File: src/rtl/mac_pkg.sv
// Shared constants and the product extension helper for the MAC datapath.
package mac_pkg;

  localparam int unsigned DATA_W_DEF = 16;
  localparam int unsigned ACC_W_DEF  = 40;
  localparam int unsigned LAT_DEF    = 3;
  localparam int unsigned LAT_MAX    = 8;

  // Widest accumulator the extension helper can serve.
  localparam int unsigned EXT_W_MAX  = 128;
  localparam int unsigned EXT_IDX_W  = $clog2(EXT_W_MAX);

  // Sign- or zero-extend the low prod_w bits of p to the full helper width.
  function automatic logic [EXT_W_MAX-1:0] ext_prod(input logic [EXT_W_MAX-1:0] p,
                                                    input int unsigned         prod_w,
                                                    input logic                is_signed);
    logic                 fill;
    logic [EXT_IDX_W-1:0] msb_idx;
    msb_idx  = EXT_IDX_W'(prod_w - 1);
    fill     = is_signed & p[msb_idx];
    ext_prod = '0;
    for (int unsigned i = 0; i < EXT_W_MAX; i++) begin
      ext_prod[EXT_IDX_W'(i)] = (i < prod_w) ? p[EXT_IDX_W'(i)] : fill;
    end
  endfunction

endpackage

File: src/rtl/mult_pipe.sv
// Registered multiplier: an operand capture stage followed by LAT product stages,
// each carrying valid/last sideband. All stages advance together on en.
module mult_pipe
  import mac_pkg::*;
#(
  parameter int unsigned DATA_W = DATA_W_DEF,
  parameter int unsigned LAT    = LAT_DEF,
  parameter bit          SIGNED = 1'b1
) (
  input  logic                clk,
  input  logic                rst_n,
  input  logic                en,
  input  logic                in_valid,
  input  logic                in_last,
  input  logic [DATA_W-1:0]   a,
  input  logic [DATA_W-1:0]   b,
  output logic                out_valid,
  output logic                out_last,
  output logic [2*DATA_W-1:0] p
);

  localparam int unsigned PW = 2 * DATA_W;

  logic [DATA_W-1:0] a_q, b_q;
  logic              op_v_q, op_l_q;
  logic [PW-1:0]     a_ext, b_ext, prod;
  logic [PW-1:0]     p_q [LAT];
  logic [LAT-1:0]    v_q, l_q;

  // Low PW bits of the product of the extended operands are exact for both signednesses.
  always_comb begin
    a_ext = SIGNED ? {{DATA_W{a_q[DATA_W-1]}}, a_q} : {{DATA_W{1'b0}}, a_q};
    b_ext = SIGNED ? {{DATA_W{b_q[DATA_W-1]}}, b_q} : {{DATA_W{1'b0}}, b_q};
    prod  = a_ext * b_ext;
  end

  always_ff @(posedge clk or negedge rst_n) begin
    if (!rst_n) begin
      a_q    <= '0;
      b_q    <= '0;
      op_v_q <= 1'b0;
      op_l_q <= 1'b0;
      for (int i = 0; i < LAT; i++) p_q[i] <= '0;
      v_q    <= '0;
      l_q    <= '0;
    end else if (en) begin
      a_q    <= a;
      b_q    <= b;
      op_v_q <= in_valid;
      op_l_q <= in_last;
      p_q[0] <= prod;
      v_q[0] <= op_v_q;
      l_q[0] <= op_l_q;
      for (int i = 1; i < LAT; i++) begin
        p_q[i] <= p_q[i-1];
        v_q[i] <= v_q[i-1];
        l_q[i] <= l_q[i-1];
      end
    end
  end

  assign p         = p_q[LAT-1];
  assign out_valid = v_q[LAT-1];
  assign out_last  = l_q[LAT-1];

endmodule

File: src/rtl/mac_pipe.sv
// Pipelined multiply-accumulate with valid/ready handshake, emitting one dot
// product per vector and a sticky overflow flag for that vector.
module mac_pipe
  import mac_pkg::*;
#(
  parameter int unsigned DATA_W = DATA_W_DEF,
  parameter int unsigned ACC_W  = ACC_W_DEF,
  parameter int unsigned LAT    = LAT_DEF,
  parameter bit          SIGNED = 1'b1
) (
  input  logic              clk,
  input  logic              rst_n,
  input  logic              in_valid,
  output logic              in_ready,
  input  logic [DATA_W-1:0] in_a,
  input  logic [DATA_W-1:0] in_b,
  input  logic              in_last,
  output logic              out_valid,
  input  logic              out_ready,
  output logic [ACC_W-1:0]  out_data,
  output logic              out_ovf
);

  localparam int unsigned PW = 2 * DATA_W;

  logic                 adv;
  logic                 tail_v, tail_l;
  logic [PW-1:0]        tail_p;
  logic [EXT_W_MAX-1:0] ext_full;
  logic [ACC_W-1:0]     addend;
  logic [ACC_W:0]       sum;
  logic                 add_ovf;

  logic [ACC_W-1:0] acc_q, acc_d, data_q, data_d;
  logic             ovf_q, ovf_d, out_ovf_q, out_ovf_d, valid_q, valid_d;

  // A pending result that is not being taken freezes everything upstream.
  assign adv      = !(valid_q && !out_ready);
  assign in_ready = adv;

  mult_pipe #(
    .DATA_W (DATA_W),
    .LAT    (LAT),
    .SIGNED (SIGNED)
  ) u_mult (
    .clk       (clk),
    .rst_n     (rst_n),
    .en        (adv),
    .in_valid  (in_valid && adv),
    .in_last   (in_last),
    .a         (in_a),
    .b         (in_b),
    .out_valid (tail_v),
    .out_last  (tail_l),
    .p         (tail_p)
  );

  always_comb begin
    ext_full = ext_prod(EXT_W_MAX'(tail_p), PW, SIGNED);
    addend   = ext_full[ACC_W-1:0];
    sum      = {1'b0, acc_q} + {1'b0, addend};
    // Signed: operands agree in sign but the result does not.
    add_ovf  = SIGNED ? ((acc_q[ACC_W-1] == addend[ACC_W-1]) &&
                         (sum[ACC_W-1] != acc_q[ACC_W-1]))
                      : sum[ACC_W];
  end

  always_comb begin
    acc_d     = acc_q;
    ovf_d     = ovf_q;
    data_d    = data_q;
    out_ovf_d = out_ovf_q;
    valid_d   = valid_q;
    if (adv) begin
      if (valid_q && out_ready) valid_d = 1'b0;
      if (tail_v) begin
        if (!tail_l) begin
          acc_d = sum[ACC_W-1:0];
          ovf_d = ovf_q | add_ovf;
        end else begin
          data_d    = sum[ACC_W-1:0];
          out_ovf_d = ovf_q | add_ovf;
          valid_d   = 1'b1;
          acc_d     = '0;
          ovf_d     = 1'b0;
        end
      end
    end
  end

  always_ff @(posedge clk or negedge rst_n) begin
    if (!rst_n) begin
      acc_q     <= '0;
      ovf_q     <= 1'b0;
      data_q    <= '0;
      out_ovf_q <= 1'b0;
      valid_q   <= 1'b0;
    end else begin
      acc_q     <= acc_d;
      ovf_q     <= ovf_d;
      data_q    <= data_d;
      out_ovf_q <= out_ovf_d;
      valid_q   <= valid_d;
    end
  end

  assign out_valid = valid_q;
  assign out_data  = data_q;
  assign out_ovf   = out_ovf_q;

endmodule

File: config.mk
export PLATFORM = sky130hd
export DESIGN_NAME = mac_pipe
export DESIGN_NICKNAME = d
export VERILOG_FILES = /design/src/rtl/mac_pkg.sv /design/src/rtl/mult_pipe.sv /design/src/rtl/mac_pipe.sv
export SDC_FILE = /design/constraint.sdc
export NUM_CORES = 1
export LEC_CHECK = 0
export CORE_AREA = 5 5 269 271
export DETAILED_ROUTE_END_ITERATION = 6
export DIE_AREA = 0 0 274 276
export DONT_BUFFER_PORTS = 1
export SYNTH_ARGS = -nofsm -noshare
export SYNTH_HDL_FRONTEND = slang
export SYNTH_HIERARCHICAL = 1
export SYNTH_SLANG_ARGS = --single-unit
export TNS_END_PERCENT = 1
File: constraint.sdc
create_clock -name clk -period 8.28 [get_ports clk]
set_input_delay 1.656 -clock clk [delete_from_list [all_inputs] [get_ports clk]]
set_output_delay 1.656 -clock clk [all_outputs]
set_load 0.01 [all_outputs]
==> summary.md <==
| Metric | Value |
|---|---|
| Vias in the first global route | `15096` |
| FF-to-FF path depth | `17` |
| Worst Path Max Fanout | `17` |
| Required @ worst endpoint | `8.74 ns` |
| Most frequent cells in the layout | `311 x inv_1, 263 x fa_1, 241 x nand2_1` |
| R2r endpoint | `u_mult/p_q[94]$_DFFE_PN0P_` |
| R2R Path Start | `u_mult/b_q[2]$_DFFE_PN0P_` |
| Nets | `2390` |
| Post-DRT Antenna Nets | `0` |
| Synthesis-to-finish area growth | `8.38%` |
| WP data arrival | `6.81 ns` |
| IO buf count | `0` |
| Clk_lat worst skew | `0.59 ns` |
| First-pass GRT wire length | `82.8 mm` |
| DRC | `0` |
| Reg2reg setup slack | `1.94 ns` |
| Post-synth EDFFs | `0` |
| Synthesized cell area | `20700 µm²` |
| Drt wl/cell | `16.9 µm` |
| CTS Buf Count | `28` |
| Setup crit start kind | `register` |
| #FFs+latches synth | `219` |
| Max Fclk | `0.158 GHz` |
| Relative slew slack | `40.7%` |
| Setup TNS | `0 ns` |
| Vias post-DR | `13989` |
| Post-CTS Setup Inserts | `0` |
| Max Cap Viol | `0` |
| Pre-Repair DR Iteration Count | `5` |
| Hold buffers post-CTS | `0` |
| Total global routing overflow | `0` |
| Layout cells sized above 1 | `10.6%` |
| Final Setup Violations | `0` |
| Post-synthesis cell count | `2048` |
| Die Ht | `276 µm` |
| Sink Count | `219` |
| Filler cell count | `7090` |
| Fin crit share | `76.6%` |
| Sequential area share after synthesis | `26.5%` |
| CORE AREA | `69500 µm²` |
| Slew at the pin with the worst max-slew slack | `0.884 ns` |
| Final Wtd Congestion | `0.878` |
| Starting Density | `29.8%` |
| Async SR Flop Fraction | `100%` |
| Initial antenna violation count | `6` |
| Status | `complete, no violations` |
| Commonest non-fill, non-tap cell in the layout | `inv_1` |
| Final Slew Violations | `0` |
| Synth Net Count | `2469` |
| Hold Path Sink | `u_mult/p_q[71]$_DFFE_PN0P_` |
| Worst setup EP type | `register` |
| Post-synth cell types | `79` |
| Crit Path Category | `reg -> reg` |
| Routed wl met3 | `2.32 mm` |
| Minimum clock period | `6.34 ns` |
| Post-DR vias/cell | `4.77` |
| Setup Skew | `0.0164 ns` |
| Hold WC Path Type | `reg -> reg` |
| Rows | `97` |
| Synth Flop Type | `dfrtp_1` |
| Met2 wire len | `23.9 mm` |
| Drt total wl | `49.5 mm` |
| CTS root buffer | `clkbuf_16` |
| First-iteration detailed-routing DRC count | `726` |
| Full die area | `75600 µm²` |
| Post-cts repair resize count | `0` |
| RSZ-0062 raised after global routing | `no` |
| Die Wd | `274 µm` |
| GRT Overall Usage | `13.2%` |
| Critical hold path startpoint | `u_mult/p_q[71]$_DFFE_PN0P_` |
| Max Buffers Root-to-Sink | `3` |
| Top Layer Used | `met5` |
| CTS tree | `done` |
| Post-detail-place hpwl | `38.2 mm` |
| Wl on met1 | `22.3 mm` |
| WHS Path Cells | `1` |
| Largest net degree at the start of global routing | `220` |
| Synth Area per Inst | `10.1 µm²` |
| Worst-path clk slew | `0.07 ns` |
| H-Tree Depth | `1` |
| IO Count | `80` |
| Post-Route Utilization | `32.2%` |
| YS warnings | `6` |
| Final hold vios | `0` |
==> state kept, by name (all words and copies together) (netlist names) <==
| signal | count |
|---|---|
| out_valid | 1 |
| u_mult/op_v_q | 1 |
| out_data | 40 |
| u_mult/b_q | 16 |
| u_mult/op_l_q | 1 |
| u_mult/l_q | 3 |
| u_mult/a_q | 16 |
| u_mult/p | 32 |
| acc_q | 40 |
| out_ovf | 1 |
| u_mult/v_q | 3 |
| ovf_q | 1 |
| u_mult/p_q | 64 |
==> worst max-delay path, cell delays in order, from the launching register on <==
cell and delay, ns:
dfrtp_1 0.70, nand2_1 0.19, inv_1 0.12, fa_1 0.58
fa_1 0.85, fa_1 0.52, fa_1 0.51, fa_1 0.49
inv_1 0.05, fa_1 0.48, inv_1 0.05, ha_1 0.39
nand2_1 0.08, nor2_1 0.17, nand3_1 0.14, a2111oi_4 0.56
o32a_1 0.27, o21ai_1 0.07
==> how the worst max path moves through the flow <==
stage	endpoint	from	cells after the start
finish	u_mult/p_q[94]$_DFFE_PN0P_	u_mult/b_q[2]$_DFFE_PN0P_	17
global placement	u_mult/p_q[94]$_DFFE_PN0P_	u_mult/b_q[2]$_DFFE_PN0P_	17
CTS	u_mult/p_q[95]$_DFFE_PN0P_	u_mult/b_q[2]$_DFFE_PN0P_	17
floorplan	u_mult/p_q[95]$_DFFE_PN0P_	u_mult/a_q[15]$_DFFE_PN0P_	19
detailed placement	u_mult/p_q[94]$_DFFE_PN0P_	u_mult/b_q[4]$_DFFE_PN0P_	17
global route	u_mult/p_q[90]$_DFFE_PN0P_	u_mult/b_q[1]$_DFFE_PN0P_	17
==> synthesized netlist by cell type, drive strengths merged, types with 4 or more instances <==
cell / count / area, µm²
a2111oi: 4 / 80.1
a211oi: 10 / 97.6
a21o: 29 / 218
a21oi: 71 / 374
a22o: 29 / 254
a311oi: 4 / 35.0
a31oi: 10 / 77.6
and2: 130 / 813
and3: 5 / 31.3
buf: 44 / 299
clkbuf: 72 / 270
dfrtp: 219 / 5480
fa: 263 / 5270
ha: 121 / 1510
inv: 311 / 1170
mux2: 129 / 1450
mux2i: 6 / 60.1
nand2: 241 / 905
nand2b: 15 / 93.8
nand3: 28 / 145
nand4: 20 / 131
nor2: 56 / 210
nor2b: 5 / 31.3
nor3: 9 / 45.0
o211ai: 8 / 65.1
o21a: 13 / 97.6
o21ai: 56 / 280
o21bai: 12 / 90.1
o311ai: 5 / 43.8
o31ai: 12 / 105
or3: 7 / 43.8
xnor2: 41 / 359
xor2: 15 / 131
==> metal layers <==
metal	track usage [%]	vias up
met2	22.5	270
met1	17.8	7160
li1	-	6485
met3	2.16	68
met4	2.79	6
met5	0	-
==> layout make-up <==
| class | count | area, µm² | area share, % |
|---|---|---|---|
| inverter | 313 | 1170 | 5.24 |
| antenna | 2 | 5.00 | 0.0223 |
| multi-input combinational | 1400 | 13500 | 60.1 |
| sequential | 219 | 5480 | 24.4 |
| tap | 940 | 1180 | 5.25 |
| timing repair buffer | 7 | 52.6 | 0.234 |
| clock buffer | 32 | 746 | 3.33 |
| clock inverter | 20 | 313 | 1.40 |
==> cells by family (layout without fill, tap and decap cells) <==
family / Yosys count / after routing / synth area share [%]
AOI/OAI and AO/OA: 297 / 297 / 10.3
buffers and inverters: 429 / 372 / 8.43
DFF: 219 / 219 / 26.5
and+or+nand+nor: 528 / 528 / 12.3
adders and majority gates: 384 / 384 / 32.8
xor gates and xnor gates: 56 / 56 / 2.37
other: 0 / 2 / 0
muxes: 135 / 135 / 7.31
==> metrics by stage <==
| step | instances | setup slack, ns | hold slack, ns | cell area (µm²) |
|---|---|---|---|---|
| final | 2933 | 1.94 | 0.490 | 22400 |
| after global routing | 2932 | 1.53 | 0.497 | 22400 |
| after CTS | 2931 | 1.92 | 0.491 | 22400 |
| after detailed placement | 2879 | 1.93 | 0.474 | 21400 |
| after global placement | 2879 | 2.14 | 0.465 | 21400 |
| after floorplan | 2048 | 2.41 | 0.446 | 20700 |
Power is left out: the tool's default activity adds up to more than one toggle a clock period on the data nets, which glitch-free logic cannot reach.
